==> src/rtl/io_stim_pkg.sv <==
// rtl/io_stim_pkg.sv - shared encodings for the I/O port stimulus engine
package io_stim_pkg;

  typedef enum logic [1:0] {
    MODE_HOLD = 2'd0,
    MODE_INC  = 2'd1,
    MODE_LFSR = 2'd2,
    MODE_DEC  = 2'd3
  } mode_e;

  typedef enum logic [1:0] {
    ST_IDLE = 2'd0,
    ST_RUN  = 2'd1,
    ST_DONE = 2'd2
  } state_e;

  localparam logic [31:0] DEF_LFSR_TAPS = 32'h80200003;

endpackage

==> src/rtl/stim_channel.sv <==
// rtl/stim_channel.sv - one stimulus channel: value register, period ticker, pattern step
module stim_channel
  import io_stim_pkg::*;
#(
  parameter int               WIDTH      = 32,
  parameter int               PER_W      = 16,
  parameter int               DEF_PERIOD = 5,
  parameter logic [WIDTH-1:0] RESET_VAL  = '0,
  parameter logic [WIDTH-1:0] TAPS       = '0
) (
  input  logic             clock,
  input  logic             reset,
  input  logic             tick_en_i,
  input  logic             clr_i,
  input  logic             cfg_load_i,
  input  mode_e            cfg_mode_i,
  input  logic [WIDTH-1:0] cfg_step_i,
  input  logic [WIDTH-1:0] cfg_seed_i,
  input  logic [PER_W-1:0] cfg_period_i,
  output logic [WIDTH-1:0] value_o,
  output logic             upd_o
);

  mode_e            mode_q;
  logic [WIDTH-1:0] step_q;
  logic [PER_W-1:0] period_q;
  logic [PER_W-1:0] tick_q;
  logic [WIDTH-1:0] value_q;
  logic             upd_q;
  logic [WIDTH-1:0] value_d;
  logic [PER_W-1:0] last_tick;

  // A period of 0 behaves like 1: the channel steps every cycle.
  assign last_tick = (period_q == '0) ? '0 : period_q - PER_W'(1);

  always_comb begin
    value_d = value_q;
    case (mode_q)
      MODE_INC:  value_d = value_q + step_q;
      MODE_DEC:  value_d = value_q - step_q;
      MODE_LFSR: value_d = {1'b0, value_q[WIDTH-1:1]} ^ (value_q[0] ? TAPS : '0);
      default:   value_d = value_q;
    endcase
  end

  always_ff @(posedge clock) begin
    if (reset) begin
      mode_q   <= MODE_INC;
      step_q   <= WIDTH'(1);
      period_q <= PER_W'(DEF_PERIOD);
      tick_q   <= '0;
      value_q  <= RESET_VAL;
      upd_q    <= 1'b0;
    end else begin
      upd_q <= 1'b0;
      if (cfg_load_i) begin
        mode_q   <= cfg_mode_i;
        step_q   <= cfg_step_i;
        period_q <= cfg_period_i;
        tick_q   <= '0;
        value_q  <= (cfg_mode_i == MODE_LFSR && cfg_seed_i == '0) ? WIDTH'(1) : cfg_seed_i;
      end else if (clr_i) begin
        tick_q <= '0;
      end else if (tick_en_i) begin
        if (tick_q >= last_tick) begin
          tick_q  <= '0;
          value_q <= value_d;
          upd_q   <= 1'b1;
        end else begin
          tick_q <= tick_q + PER_W'(1);
        end
      end
    end
  end

  assign value_o = value_q;
  assign upd_o   = upd_q;

endmodule

==> src/rtl/io_port_stimulus.sv <==
// rtl/io_port_stimulus.sv - run FSM, config decode and output-port change monitor
module io_port_stimulus
  import io_stim_pkg::*;
#(
  parameter int          N_CH       = 2,
  parameter int          WIDTH      = 32,
  parameter int          PER_W      = 16,
  parameter int          CNT_W      = 16,
  parameter int          DEF_PERIOD = 5,
  parameter logic [31:0] LFSR_TAPS  = DEF_LFSR_TAPS
) (
  input  logic                  clock,
  input  logic                  reset,
  input  logic                  start,
  input  logic [CNT_W-1:0]      run_len,
  input  logic                  cfg_we,
  input  logic [2:0]            cfg_ch,
  input  logic [1:0]            cfg_mode,
  input  logic [WIDTH-1:0]      cfg_step,
  input  logic [WIDTH-1:0]      cfg_seed,
  input  logic [PER_W-1:0]      cfg_period,
  output logic [N_CH*WIDTH-1:0] in_port,
  output logic [N_CH-1:0]       upd,
  input  logic [N_CH*WIDTH-1:0] out_port,
  output logic                  busy,
  output logic                  done,
  output logic                  cfg_err,
  output logic [CNT_W-1:0]      chg_cnt,
  output logic [WIDTH-1:0]      signature
);

  state_e                 state_q;
  logic [CNT_W-1:0]       upd_cnt_q;
  logic                   first_q;
  logic [N_CH*WIDTH-1:0]  shadow_q;
  logic [CNT_W-1:0]       chg_cnt_q;
  logic [WIDTH-1:0]       sig_q;
  logic                   cfg_err_q;
  logic                   ch_valid, cfg_ok, start_run, finish, tick_en;
  logic [WIDTH-1:0]       mix;

  function automatic logic [WIDTH-1:0] rotl(input logic [WIDTH-1:0] x, input int s);
    return (x << s) | (x >> (WIDTH - s));
  endfunction

  assign ch_valid  = {1'b0, cfg_ch} < 4'(N_CH);
  assign cfg_ok    = cfg_we && ch_valid && (state_q != ST_RUN);
  assign start_run = start && (state_q != ST_RUN);
  // Stop ticking on the last RUN cycle so exactly run_len ch0 updates happen.
  assign finish    = (state_q == ST_RUN) && upd[0] && (run_len != '0) &&
                     (upd_cnt_q + CNT_W'(1) == run_len);
  assign tick_en   = (state_q == ST_RUN) && !finish;

  for (genvar k = 0; k < N_CH; k++) begin : g_ch
    stim_channel #(
      .WIDTH     (WIDTH),
      .PER_W     (PER_W),
      .DEF_PERIOD(DEF_PERIOD),
      .RESET_VAL (WIDTH'(k)),
      .TAPS      (WIDTH'(LFSR_TAPS))
    ) u_ch (
      .clock       (clock),
      .reset       (reset),
      .tick_en_i   (tick_en),
      .clr_i       (start_run),
      .cfg_load_i  (cfg_ok && (cfg_ch == 3'(k))),
      .cfg_mode_i  (mode_e'(cfg_mode)),
      .cfg_step_i  (cfg_step),
      .cfg_seed_i  (cfg_seed),
      .cfg_period_i(cfg_period),
      .value_o     (in_port[k*WIDTH +: WIDTH]),
      .upd_o       (upd[k])
    );
  end

  always_comb begin
    mix = '0;
    for (int k = 0; k < N_CH; k++) begin
      mix = mix ^ rotl(out_port[k*WIDTH +: WIDTH], k % WIDTH);
    end
  end

  always_ff @(posedge clock) begin
    if (reset) begin
      state_q   <= ST_IDLE;
      upd_cnt_q <= '0;
      first_q   <= 1'b0;
      shadow_q  <= '0;
      chg_cnt_q <= '0;
      sig_q     <= '0;
      cfg_err_q <= 1'b0;
    end else begin
      cfg_err_q <= cfg_we && !cfg_ok;
      case (state_q)
        ST_RUN: begin
          if (finish) state_q <= ST_DONE;
          if (upd[0]) upd_cnt_q <= upd_cnt_q + CNT_W'(1);
          shadow_q <= out_port;
          first_q  <= 1'b0;
          if (!first_q && (out_port != shadow_q)) begin
            if (chg_cnt_q != '1) chg_cnt_q <= chg_cnt_q + CNT_W'(1);
            sig_q <= rotl(sig_q, 1) ^ mix;
          end
        end
        default: begin
          if (start) begin
            state_q   <= ST_RUN;
            upd_cnt_q <= '0;
            chg_cnt_q <= '0;
            sig_q     <= '0;
            first_q   <= 1'b1;
          end
        end
      endcase
    end
  end

  assign busy      = (state_q == ST_RUN);
  assign done      = (state_q == ST_DONE);
  assign cfg_err   = cfg_err_q;
  assign chg_cnt   = chg_cnt_q;
  assign signature = sig_q;

endmodule

==> config.mk <==
export PLATFORM = sky130hd
export DESIGN_NAME = io_port_stimulus
export DESIGN_NICKNAME = d
export VERILOG_FILES = /design/src/rtl/io_stim_pkg.sv /design/src/rtl/stim_channel.sv /design/src/rtl/io_port_stimulus.sv
export SDC_FILE = /design/constraint.sdc
export NUM_CORES = 1
export LEC_CHECK = 0
export ABC_CLOCK_PERIOD_IN_PS = 5400
export CELL_PAD_IN_SITES_DETAIL_PLACEMENT = 1
export CELL_PAD_IN_SITES_GLOBAL_PLACEMENT = 2
export CORE_ASPECT_RATIO = 1.1
export CORE_MARGIN = 2
export CORE_UTILIZATION = 33
export DETAILED_ROUTE_END_ITERATION = 6
export PLACE_DENSITY = 0.8
export SETUP_SLACK_MARGIN = 0.4
export SYNTH_ARGS = -nofsm -noshare
export SYNTH_HDL_FRONTEND = slang
export SYNTH_HIERARCHICAL = 1
export SYNTH_SLANG_ARGS = --single-unit
==> constraint.sdc <==
create_clock -name clock -period 5.4 [get_ports clock]
set_input_delay 1.08 -clock clock [delete_from_list [all_inputs] [get_ports clock]]
set_output_delay 1.08 -clock clock [all_outputs]
set_load 0.02 [all_outputs]
### After elaboration in Yosys (flattened, before gate mapping)

Index checks and enable logic that the tools add are counted.

* bits in registers: 330
* input bits: 169
* output and inout bits: 117

* add/subtract/negate cells: 10
* $lt $le $gt $ge: 3
* equality and inequality tests: 20
* mux-type cells: 31
* bitwise logic cells: 7
* reduce and logical (&&, ||, !) cells: 38

Operators with widths (count)
* $mux W32: 14
* $pmux W32 S3: 2
* $mux W16: 10
* $add A16 B1 Y16 const B: 4
* $add A32 B32 Y32: 2
* $ne A64 B64 Y1: 1
* $or A32 B1 Y32: 2
* $sub A32 B32 Y32: 2
* $xor A31 B32 Y32: 2
* $xor A32 B32 Y32: 2
* $ge A16 B16 Y1: 2
* $logic_not A16 Y1: 2
* $logic_not A32 Y1: 1
* $sub A16 B1 Y16 const B: 2
* $eq A16 B16 Y1: 1
* $ne A16 B16 Y1 const B: 1
* $reduce_bool A16 Y1: 1
* $eq A2 B2 Y1 const B: 6
* $logic_and A1 B1 Y1: 12
* $ne A2 B1 Y1 const B: 6
* $reduce_bool A2 Y1: 5
* $reduce_and A4 Y1: 2
* $reduce_bool A4 Y1: 2
* $reduce_or A4 Y1: 2
* 13 further kinds: 23

### Longest topological paths before layout

Gate-level depths: netlist of run 1.

* word-level depth: 9
* gate-level depth with buffers: 18
* gate-level depth less buffers: 17

### Hierarchy

Netlist of run 1, hierarchy kept.

By module, submodules not included
* stim_channel (g_ch[1].u_ch): instances 1, cells each 928, area an instance 7450.9 um^2
* stim_channel (g_ch[0].u_ch): instances 1, cells each 908, area an instance 7206.9 um^2
* io_port_stimulus: instances 1, cells each 874, area an instance 7106.8 um^2

### Worst setup path before layout of run 1

No wires, ideal clock.

* kind: register to register
* start: register g_ch[1].u_ch.period_q[8]
* end: register g_ch[1].u_ch.value_q[31]
* setup time: 143 ps
* arrival time: 3761 ps
* data required time: 5257 ps
* path slack: 1496 ps
* cell stages (with the launch flop): 16
* buffers on the path: 3
* path through: dfxtp_1 or4_1 nor4_1 nand4_1 clkbuf_1 nand2_1 ha_1 a21o_1 a22o_1 or4_4 o211a_4 or3_1 clkbuf_1 buf_2 nor2_1 a2111oi_4

* longest elaborated chain between the ends: 5
* elaborated cells between the ends (all ways): 6

RTL lines
* start: declaration: RTL line stim_channel.sv:26 `logic [PER_W-1:0] period_q;`
* start signal: assignment: RTL line stim_channel.sv:50 `period_q <= PER_W'(DEF_PERIOD);`
* start signal: assignment: RTL line stim_channel.sv:59 `period_q <= cfg_period_i;`
* $sub A16 B1 Y16 or $logic_not A16 Y1 (tied branches): RTL line stim_channel.sv:34 `assign last_tick = (period_q == '0) ? '0 : period_q - PER_W'(1);`
* $mux W16 *: RTL line stim_channel.sv:34
* $ge A16 B16 Y1 *: RTL line stim_channel.sv:65 `if (tick_q >= last_tick) begin`
* $reduce_bool A2 Y1 (no source line) *
* $reduce_and A4 Y1 (no source line) *
* end signal: assignment: RTL line stim_channel.sv:61 `value_q <= (cfg_mode_i == MODE_LFSR && cfg_seed_i == '0) ? WIDTH'(1) : cfg_seed_i;`
* end signal: assignment: RTL line stim_channel.sv:67 `value_q <= value_d;`
* end: declaration: RTL line stim_channel.sv:28 `logic [WIDTH-1:0] value_q;`

Every way passes the cells marked *; elsewhere a longest branch is shown, timed or not.
A chain may end at the register's enable or synchronous reset.

### Worst setup path after layout of run 1

* start: register g_ch[0].u_ch.step_q[2]
* end: register g_ch[0].u_ch.value_q[24]

* longest elaborated chain between the ends: 6
* elaborated cells between the ends (all ways): 7

RTL lines
* start: declaration: RTL line stim_channel.sv:25 `logic [WIDTH-1:0] step_q;`
* start signal: assignment: RTL line stim_channel.sv:58 `step_q <= cfg_step_i;`
* $sub A32 B32 Y32 or $add A32 B32 Y32 (tied branches): RTL line stim_channel.sv:40, stim_channel.sv:39
* $pmux W32 S3 *: RTL line stim_channel.sv:38 `case (mode_q)`
* $mux W32 *: RTL line stim_channel.sv:65
* $mux W32 *: RTL line stim_channel.sv:64 `end else if (tick_en_i) begin`
* $mux W32 *: RTL line stim_channel.sv:62 `end else if (clr_i) begin`
* $mux W32 *: RTL line stim_channel.sv:56 `if (cfg_load_i) begin`
* end signal: assignment: RTL line stim_channel.sv:61
* end signal: assignment: RTL line stim_channel.sv:67
* end: declaration: RTL line stim_channel.sv:28

Every way passes the cells marked *; elsewhere a longest branch is shown, timed or not. The select of a mux whose other input is x is not followed.

==> out/results.txt, run 1 <==
CTS tree: done
Initial antenna violation count: 2
Yosys reg bits: 330
Gr usage total: 0.237
Most common cell after layout, fill and taps aside: nand2_1
Worst setup EP type: flop
Fin. max-slew vios: 0
Mean Syn Cell Area: 8.03 um2
DIE HEIGHT: 273 um
DR pass1 iterations: 6
Worst EP arrival: 5.12 ns
LEAKAGE: 10.3 nW
Startpoint types: flop
Clock transition at path regs: 0.06 ns
Synth warn: 6
Post-synth top flop: dfxtp_1
Core ar.: 65100 um2
HPWL Detailed: 63700 um
Commonest cells after routing, fill and taps aside: nand2_1 (382), dfxtp_1 (330), nor2_1 (296)
Slew @ Worst Pin: 1.01 ns
Final Hold Fails: 0
Via Count: 21100
Fmax: 215 MHz
Hold_buf cts: 0
Synthesized area: 21800 um2
Max-cap check violation count: 0
# DRC: 0
Multi-input logic area: 14400 um2
IO buf count: 285
Register area share after synthesis: 0.304
Synth-to-layout area growth: 23.9%
Clock Sinks: 330
Total Wirelength: 82700 um
Rows: 98
Fin crit share: 0.863
Critical path peak fanout: 6
CTS max path bufs: 3
Reg2reg end: g_ch[0].u_ch/value_o[24]
First-pass GRT wire length: 129000 um
Synth cell types: 98
Hold Path Class: flop to flop
H-Tree Depth: 2
Wire length per cell: 21.7 um
Worst vdd ir: 0.172 mV
Fillers: 7641
Final setup vio count: 0
Critical R2R Launch: g_ch[0].u_ch/step_q[2]
Reg-to-reg slack, setup: 0.74 ns
RSZ-0062 raised after global routing: false
PD cells: 256 nW/um2
Register area: 6610 um2
CP required: 5.86 ns
Syn Inst Count: 2710
GRT Residual Overflow: 0
Start point of the critical path: g_ch[0].u_ch/step_q[2]
Fin crit period: 4.66 ns
Layout cell share with drive strength beyond 1: 0.0561
Post-synth EDFFs: 0
Rel. slew slack: 0.325
Final design utilization: 0.414
Largest net degree at the start of global routing: 85
Initial DRC Count: 1005
Syn Nets: 2985
Vias in the first global route: 22100
Total CTS buffers: 42
Pwr Total: 6.91 mW
Antenna viol nets, final: 0
Setup TNS: 0 ns
Clock Latency Late Sink: 0.57 ns
Root buffer cell: clkbuf_16
Crit path to: g_ch[0].u_ch/value_o[24]
Via density: 5.55
Clock skew: 0.0133 ns
Worst reg-to-reg path cell count: 14
CP Class: flop to flop
FFs w/ async S/R, synth: 0
Placer congestion estimate: 0.898
Die area: 68000 um2
Status: complete, no violations
Boundary pin count: 286
Initial Utilization: 0.334
Die Span X: 249 um
Layout Nets: 3201
==> flip-flops by register name, indices dropped and copies added, names as in the netlist, 2 cells and up <==
name / cells
g_ch.u_ch/step_q: 64
state_q: 2
g_ch.u_ch/upd_o: 2
chg_cnt: 16
upd_cnt_q: 16
g_ch.u_ch/tick_q: 32
shadow_q: 64
signature: 32
g_ch.u_ch/value_o: 64
g_ch.u_ch/period_q: 32
g_ch.u_ch/mode_q: 4
==> cell families (layout without fill, tap and decap cells) <==
| group | count (synthesis) | in the layout | synth area share |
|---|---|---|---|
| compound gates | 558 | 558 | 0.175 |
| xor+xnor | 313 | 313 | 0.126 |
| fa+ha+maj | 106 | 106 | 0.0616 |
| buf+inv | 194 | 443 | 0.0359 |
| flops | 330 | 330 | 0.304 |
| mux | 148 | 148 | 0.0681 |
| other cells | 0 | 2 | 0 |
| simple gates | 1061 | 1061 | 0.230 |
==> critical path, cell delays in order, from the launching register on <==
cell and delay [ns]:
dfxtp_1 0.36, nor4_1 0.35, buf_4 0.20, nand3_1 0.29, o41ai_1 0.57, xor2_1 0.20
ha_1 0.41, nand3_1 0.17, or3_1 0.42, o22ai_1 0.33, o21ai_1 0.20, a21oi_1 0.40
o41ai_1 0.16, xnor2_1 0.19, o311a_1 0.32
==> how the worst min path moves through the flow <==
stage	from	end	slack, ns	cells after the start
6_report	shadow_q[1]	shadow_q[1]	0.47	2
5_1_grt	shadow_q[35]	shadow_q[35]	0.49	2
4_1_cts	shadow_q[1]	shadow_q[1]	0.47	2
3_5_place_dp	shadow_q[1]	shadow_q[1]	0.46	2
3_3_place_gp	shadow_q[60]	shadow_q[60]	0.45	2
2_1_floorplan	shadow_q[0]	shadow_q[0]	0.45	2
==> cell type report <==
type / instances / share of cell area
inverters: 50 / 0.00696
clock inverters: 19 / 0.0118
repair buffers: 316 / 0.116
clock buffers: 58 / 0.0457
multi-input cells: 2186 / 0.535
well taps: 850 / 0.0394
flip-flops and latches: 330 / 0.245
diodes: 2 / 0.000186
==> synth_stat cells, types with 19 or more instances <==
master | n | area, um2
mux2i_1 | 148 | 1480
and3_1 | 26 | 163
a211oi_1 | 33 | 248
nand4_1 | 54 | 338
xor2_1 | 102 | 893
clkbuf_1 | 102 | 383
o211ai_1 | 20 | 150
a21oi_1 | 191 | 956
nand2b_1 | 19 | 119
dfxtp_1 | 330 | 6610
nor3_1 | 60 | 300
a21o_1 | 30 | 225
or3_1 | 27 | 169
xnor2_1 | 211 | 1850
nand2_1 | 383 | 1440
nor4_1 | 42 | 263
nor2_1 | 299 | 1120
o21ai_0 | 67 | 335
nand3_1 | 57 | 285
inv_1 | 48 | 180
o31ai_1 | 22 | 165
and2_1 | 19 | 119
ha_1 | 104 | 1300
buf_1 | 19 | 71.3
==> where the power goes <==
part	switching (mW)	internal, mW
logic	0.648	0.488
clock network	1.19	1.98
registers	0.0896	2.52
total	1.93	4.99
==> metrics by stage <==
step | setup WS, ns | instances | hold WS (ns) | cell area (um2)
3_5_place_dp | 0.212 | 3730 | 0.461 | 25400
4_1_cts | 0.518 | 3807 | 0.468 | 26900
6_report | 0.738 | 3811 | 0.468 | 27000
5_1_grt | 0.443 | 3811 | 0.487 | 27000
3_3_place_gp | 0.282 | 3730 | 0.454 | 25400
2_1_floorplan | 1.50 | 2710 | 0.449 | 21800
==> what timing repair did <==
| item | 4_1_cts | 5_1_grt |
|---|---|---|
| setup buffers | 0 | 2 |
| resized for setup | 0 | 2 |
| setup endpoints to repair | 0 | 29 |
==> routing by layer <==
metal | wire length (um) | up-vias | share of wire | global-route usage
met5 | 0 | - | 0 | 0
met4 | 2760 | 0 | 0.033 | 0.0855
met3 | 3760 | 142 | 0.045 | 0.0325
met2 | 40400 | 515 | 0.49 | 0.422
met1 | 35700 | 10400 | 0.43 | 0.291
li1 | - | 10100 | - | -
(Power assumes the default switching activity.)
==> run 2, diff against run 1 <==
ABC_AREA = 1   (was unset)
ABC_CLOCK_PERIOD_IN_PS = 5100   (was 5400)
CORE_UTILIZATION = 30   (was 33)
clock period = 5.1 ns   (was 5.4 ns; I/O delays follow)
==> out/results.txt, run 2 <==
Layout Nets: 4562 (+43%)
Wire length per cell: 18.8 um (-14%)
Synth top area share: 0.269 (-0.0343)
FFs w/ async S/R, synth: 0 (unchanged)
CP peak stage delay: 0.48 ns (-0.09 ns)
Total Wirelength: 101000 um (+22%)
Met1 WL: 46000 um (+29%)
Clock skew: 0.0230 ns (+0.00970 ns)
Cts repair resizes: 0 (unchanged)
Critical path peak fanout: 26 (+20)
Synth cell types: 59 (-40%)
Fin. max-slew vios: 0 (unchanged)
Initial antenna violation count: 19 (+17)
Fmax: 256 MHz (+19%)
Synthesized area: 24500 um2 (+13%)
Hold Path Class: flop to flop
Initial DRC Count: 1237 (+23%)
Largest net degree at the start of global routing: 84 (-1.2%)
Register area share after synthesis: 0.269 (-0.0343)
Slowest CP cell: inv_1
Via density: 4.89 (-12%)
Commonest cells after routing, fill and taps aside: nand2_1 (1036), nor2_1 (628), inv_1 (549)
CTS tree: done
Area leader, netlist: dfxtp_1
Yosys reg bits: 330 (unchanged)
Post-CTS setup buffers: 0 (unchanged)
First-pass GRT wire length: 156000 um (+21%)
RSZ-0062 raised after global routing: false
Post-Place Cells: 5307 (+42%)
Top sig layer: met5
DR pass1 iterations: 5 (-1)
Root buffer cell: clkbuf_16
Vias in the first global route: 26600 (+20%)
Synth-to-layout area growth: 21.5%
Worst setup EP type: flop
Worst-path cell chain: ha_1 > nand2_1 > nor2_1 > nand2_1 > nor2_1 > xnor3_1 > nand2_1 > nor2_1 > nand3_1 > nand2_1 > inv_1 > nand3_2 > nand2_2 > buf_4 > nand3_1 > nand2_1 > nor2_1
Placer congestion estimate: 0.928 (+3.3%)
Slew @ Worst Pin: 1.06 ns (+0.0453 ns)
GRT Residual Overflow: 0 (unchanged)
LEAKAGE: 14.0 nW (+36%)
Core ar.: 81500 um2 (+25%)
Final setup vio count: 0 (unchanged)
Rows: 110 (+12%)
PD cells: 249 nW/um2 (-2.8%)
Post-synth EDFFs: 0 (unchanged)
Status: complete, no violations
Post-synth top flop: dfxtp_1
Antenna viol nets, final: 0 (unchanged)
Die area: 84100 um2 (+24%)
DIE HEIGHT: 304 um (+11%)
Fin crit period: 3.91 ns (-0.752 ns)
Layout cell share with drive strength beyond 1: 0.0389 (-0.0172)
Clock Sinks: 330 (unchanged)
Startpoint types: flop
Largest cells by area after synthesis: dfxtp_1 (27%), nand2_1 (16%), nor2_1 (9.7%)
Die Span X: 277 um (+11%)
Syn Inst Count: 4061 (+50%)
Final design utilization: 0.366 (-0.0484)
Met2 WL: 47100 um (+16%)
Synth warn: 6 (unchanged)
Setup TNS: 0 ns (unchanged)
Most numerous cell on the critical path: nand2_1
CP Class: flop to flop
Worst EP arrival: 4.39 ns (-0.73 ns)
Syn Nets: 4336 (+45%)
Final std cells w/o fill: 5385 (+41%)
Most common cell after layout, fill and taps aside: nand2_1
Clock Latency Late Sink: 0.60 ns (+0.03 ns)
Worst path bufs/invs: 2 (+1)
Initial Utilization: 0.301 (-0.0331)
Most common cell in the netlist: nand2_1
Hold_buf cts: 0 (unchanged)
Via Count: 26300 (+24%)
Boundary pin count: 286 (unchanged)
Mean Syn Cell Area: 6.04 um2 (-25%)
H-Tree Depth: 2 (unchanged)
CTS max path bufs: 3 (unchanged)
IO buf count: 285 (unchanged)
Clock transition at path regs: 0.06 ns (about the same)
Met3 WL post-DR: 5090 um (+35%)
CP required: 5.58 ns (-0.28 ns)
Max-cap check violation count: 0 (unchanged)
Fin crit share: 0.767 (-0.0967)
Total CTS buffers: 42 (unchanged)
HPWL Detailed: 80700 um (+27%)
Most frequent cells after synthesis: nand2_1 (1037), nor2_1 (631), inv_1 (553)
Final Hold Fails: 0 (unchanged)
Gr usage total: 0.235 (-0.00163)
CP top delay family: simple AND/OR/NAND/NOR gates
# DRC: 0 (unchanged)
Worst vdd ir: 0.217 mV (+26%)
Rel. slew slack: 0.296 (-0.0291)
[run 2: changes by cell type after synthesis, moves of 30 or more]
cell      before   now
inv_1         48   553
nor2_1       299   631
nor4_1        42    12
o21ai_0       67   282
a211oi_1      33     2
nand2_1      383  1037
a21oi_1      191   263
nand3_1       57   277
mux2i_1      148    12
xnor2_1      211    88
[run 2: worst reg2reg max path, cell delays in order, from the launching register on]
cell     delay, ns
dfxtp_1       0.45
ha_1          0.21
nand2_1       0.10
nor2_1        0.27
nand2_1       0.14
nor2_1        0.21
xnor3_1       0.25
nand2_1       0.07
nor2_1        0.04
nand3_1       0.17
nand2_1       0.08
inv_1         0.48
nand3_2       0.35
nand2_2       0.33
buf_4         0.37
nand3_1       0.14
nand2_1       0.07
nor2_1        0.05
[run 2: cells by family after synthesis]
logic type,Yosys count,share of synthesized area
xor gates and xnor gates,191,0.0693
AOI/OAI and AO/OA,615,0.132
DFF,330,0.269
buffers and inverters,689,0.109
and+or+nand+nor,2118,0.362
muxes,12,0.00490
adders and majority gates,106,0.0547
[run 2: through the flow]
stage	hold slack [ns]	worst slack, ns	cell area, um2	total power [mW]
after floorplan	0.444	2.12	24500	3.70
after global placement	0.455	0.852	28400	4.32
after detailed placement	0.463	0.779	28400	4.34
after CTS	0.473	1.14	29800	7.54
after global routing	0.488	0.790	29800	7.80
final	0.470	1.19	29800	7.43
[run 2: final timing paths]
kind / slack [ns] / end / depth (start not counted) / start
max: 1.19 / g_ch[0].u_ch/value_o[23] / 17 / upd_cnt_q[0]
min: 0.47 / shadow_q[16] / 2 / shadow_q[16]
min reg2reg: 0.47 / shadow_q[16] / 2 / shadow_q[16]
max reg2reg: 1.19 / g_ch[0].u_ch/value_o[23] / 17 / upd_cnt_q[0]
[run 2: power by group]
part           internal, mW  leakage, nW  switching (mW)
clock network          1.83        0.689            1.32
registers              2.69         2.69           0.121
logic                 0.562         10.7           0.903
[run 2: final cells by class]
cell class | count | area, um2
flip-flops and latches | 330 | 6610
clock buffers | 56 | 1160
repair buffers | 311 | 3050
diodes | 2 | 5.00
well taps | 1064 | 1330
inverters | 560 | 2100
clock inverters | 20 | 258
multi-input cells | 3042 | 15300
fillers | 10700 | 51700
[run 2: metal layers]
| layer | vias up | global-route usage |
|---|---|---|
| met3 | 138 | 0.0457 |
| met1 | 12400 | 0.300 |
| met2 | 450 | 0.406 |
| met5 | - | 0 |
| li1 | 13300 | - |
| met4 | 32 | 0.0607 |
==> run 3, diff against run 2 <==
ABC_CLOCK_PERIOD_IN_PS = 3200   (was 5100)
CORE_UTILIZATION = 27   (was 30)
PLACE_DENSITY = 0.76   (was 0.8)
clock period = 3.2 ns   (was 5.1 ns; I/O delays follow)
==> out/results.txt, run 3 (synthesis gave the netlist of run 2 again) <==
Clock skew: 0.0402 ns (+0.0172 ns)
Via density: 4.83 (-1.1%)
Gr usage total: 0.231 (-0.00399)
DIE HEIGHT: 320 um (+5.3%)
Fin. max-slew vios: 0 (unchanged)
Largest net degree at the start of global routing: 81 (-3.6%)
Total Wirelength: 111000 um (+9.9%)
Layout Nets: 4872 (+6.8%)
Worst reg-to-reg path cell count: 19 (+2)
Failing checks: negative setup slack
Worst EP arrival: 3.75 ns (-0.64 ns)
Design Area, Final: 35500 um2 (+19%)
Pint: 8.61 mW (+69%)
Layout cell share with drive strength beyond 1: 0.214 (+0.175)
Status: complete, but fails checks
GRT Residual Overflow: 0 (unchanged)
Final worst slack: -0.0400 ns (-1.23 ns)
Initial DRC Count: 1381 (+12%)
CP required: 3.71 ns (-1.87 ns)
Wire length per cell: 19.1 um (+2.0%)
Synth-to-layout area growth: 44.8%
Commonest cells after routing, fill and taps aside: nand2_1 (906), inv_1 (519), nor2_1 (516)
Initial antenna violation count: 15 (-4)
Fin crit share: 1.01 (+0.246)
Sequential fraction of design power: 0.353 (-0.026)
Startpoint types: flop
Final design utilization: 0.396 (+0.0298)
Placer congestion estimate: 0.901 (-2.9%)
Critical path peak fanout: 4 (-85%)
# DRC: 0 (unchanged)
Rel. slew slack: 0.376 (+0.0800)
P_sw: 4.15 mW (+77%)
Final Hold Fails: 0 (unchanged)
CP Class: flop to flop
Slew @ Worst Pin: 0.929 ns (-0.126 ns)
Worst vdd ir: 0.346 mV (+59%)
H-Tree Depth: 2 (unchanged)
Initial Utilization: 0.273 (-0.0279)
First-pass GRT wire length: 168000 um (+7.8%)
Final setup vio count: 1 (+1)
Rows: 115 (+4.5%)
Vias in the first global route: 28500 (+7.1%)
Antenna viol nets, final: 0 (unchanged)
Place WS: -0.211 ns (-0.990 ns)
Core ar.: 89800 um2 (+10%)
CTS max path bufs: 3 (unchanged)
Clock Latency Late Sink: 0.62 ns (+0.02 ns)
PD cells: 359 nW/um2 (+44%)
Root buffer cell: clkbuf_16
HPWL Detailed: 85500 um (+6.0%)
Clock Sinks: 330 (unchanged)
IO buf count: 285 (unchanged)
Worst setup EP type: flop
RSZ-0062 raised after global routing: true
Comb pwr share: 0.235 (+0.038)
Boundary pin count: 286 (unchanged)
DP Area: 30300 um2 (+6.6%)
Total CTS buffers: 45 (+7.1%)
Switching share of power: 0.325 (+0.00909)
Fin crit period: 3.24 ns (-0.670 ns)
Hold Path Stages: 2 (unchanged)
Most common cell after layout, fill and taps aside: nand2_1
Die Span X: 291 um (+5.3%)
Clock transition at path regs: 0.07 ns (about the same)
Die area: 93300 um2 (+11%)
DR pass1 iterations: 5 (unchanged)
CTS tree: done
Fmax: 309 MHz (+21%)
Via Count: 28000 (+6.5%)
LEAKAGE: 16.4 nW (+17%)
Hold Path Class: flop to flop
Max-cap check violation count: 0 (unchanged)
Clock share of power: 0.412 (-0.012)
[run 3: stage by stage]
step | power (mW) | hold slack (ns) | setup TNS [ns] | cells
after global routing | 13.4 | 0.492 | -6.16 | 5801
after floorplan | 5.91 | 0.444 | 0 | 4061
after CTS | 12.8 | 0.455 | 0 | 5776
after global placement | 7.08 | 0.451 | -1.44 | 5629
after detailed placement | 7.12 | 0.460 | -3.26 | 5629
final | 12.8 | 0.466 | -0.0400 | 5803
[run 3: final timing paths]
check	from	end	slack [ns]
max reg2reg	g_ch[1].u_ch/step_q[8]	g_ch[1].u_ch/value_o[22]	-0.04
min reg2reg	shadow_q[49]	shadow_q[49]	0.47
min	shadow_q[49]	shadow_q[49]	0.47
max	g_ch[1].u_ch/step_q[8]	g_ch[1].u_ch/value_o[22]	-0.04
[run 3: critical path, stage by stage (launching register included)]
cell and delay [ns]:
dfxtp_2 0.33, nor2_4 0.14, nand3_4 0.09, nor3_4 0.22, nand4_1 0.27, nand2_2 0.18, o21ai_1 0.11, xnor2_1 0.28
buf_4 0.19, ha_4 0.21, buf_4 0.15, nand3_1 0.07, nand2_1 0.10, inv_1 0.09, nand2_2 0.09, nand3b_1 0.24
nand2_1 0.09, nand2_1 0.05, o21bai_1 0.15, a21oi_1 0.08
[run 3: power by group through the flow]
stage          Clock (mW)  Sequential, mW  Combinational [mW]
2_1_floorplan           0            4.58                1.33
5_1_grt              5.55            4.52                3.29
3_5_place_dp            0            4.56                2.56
3_3_place_gp            0            4.56                2.52
6_report             5.25            4.50                3.00
4_1_cts              5.43            4.49                2.86
[run 3: cell type report]
type                            count  area (um2)
Timing Repair Buffer              617        5850
Clock inverter                     18         209
Multi-Input combinational cell   3042       17900
Tap cell                         1170        1460
Fill cell                       11400       54300
Clock buffer                       62        1300
Antenna cell                        3        7.51
Inverter                          560        2140
Timing Repair inverter              1        7.51
Sequential cell                   330        6640
[run 3: routing by layer]
| metal | vias to the layer above | global-route usage | share of wire |
|---|---|---|---|
| met5 | - | 0 | 0.0011 |
| met4 | 18 | 0.0566 | 0.026 |
| met3 | 146 | 0.0430 | 0.049 |
| met2 | 510 | 0.404 | 0.48 |
| met1 | 13400 | 0.293 | 0.44 |
| li1 | 13900 | - | - |
[run 3: what timing repair did]
action,4_1_cts,5_1_grt
endpoints found under the hold margin,0,0
endpoints found under the setup margin,99,98
pin swaps,139,127
hold buffers,0,0
setup buffers,56,22
cloned,11,2
resized for setup,461,274
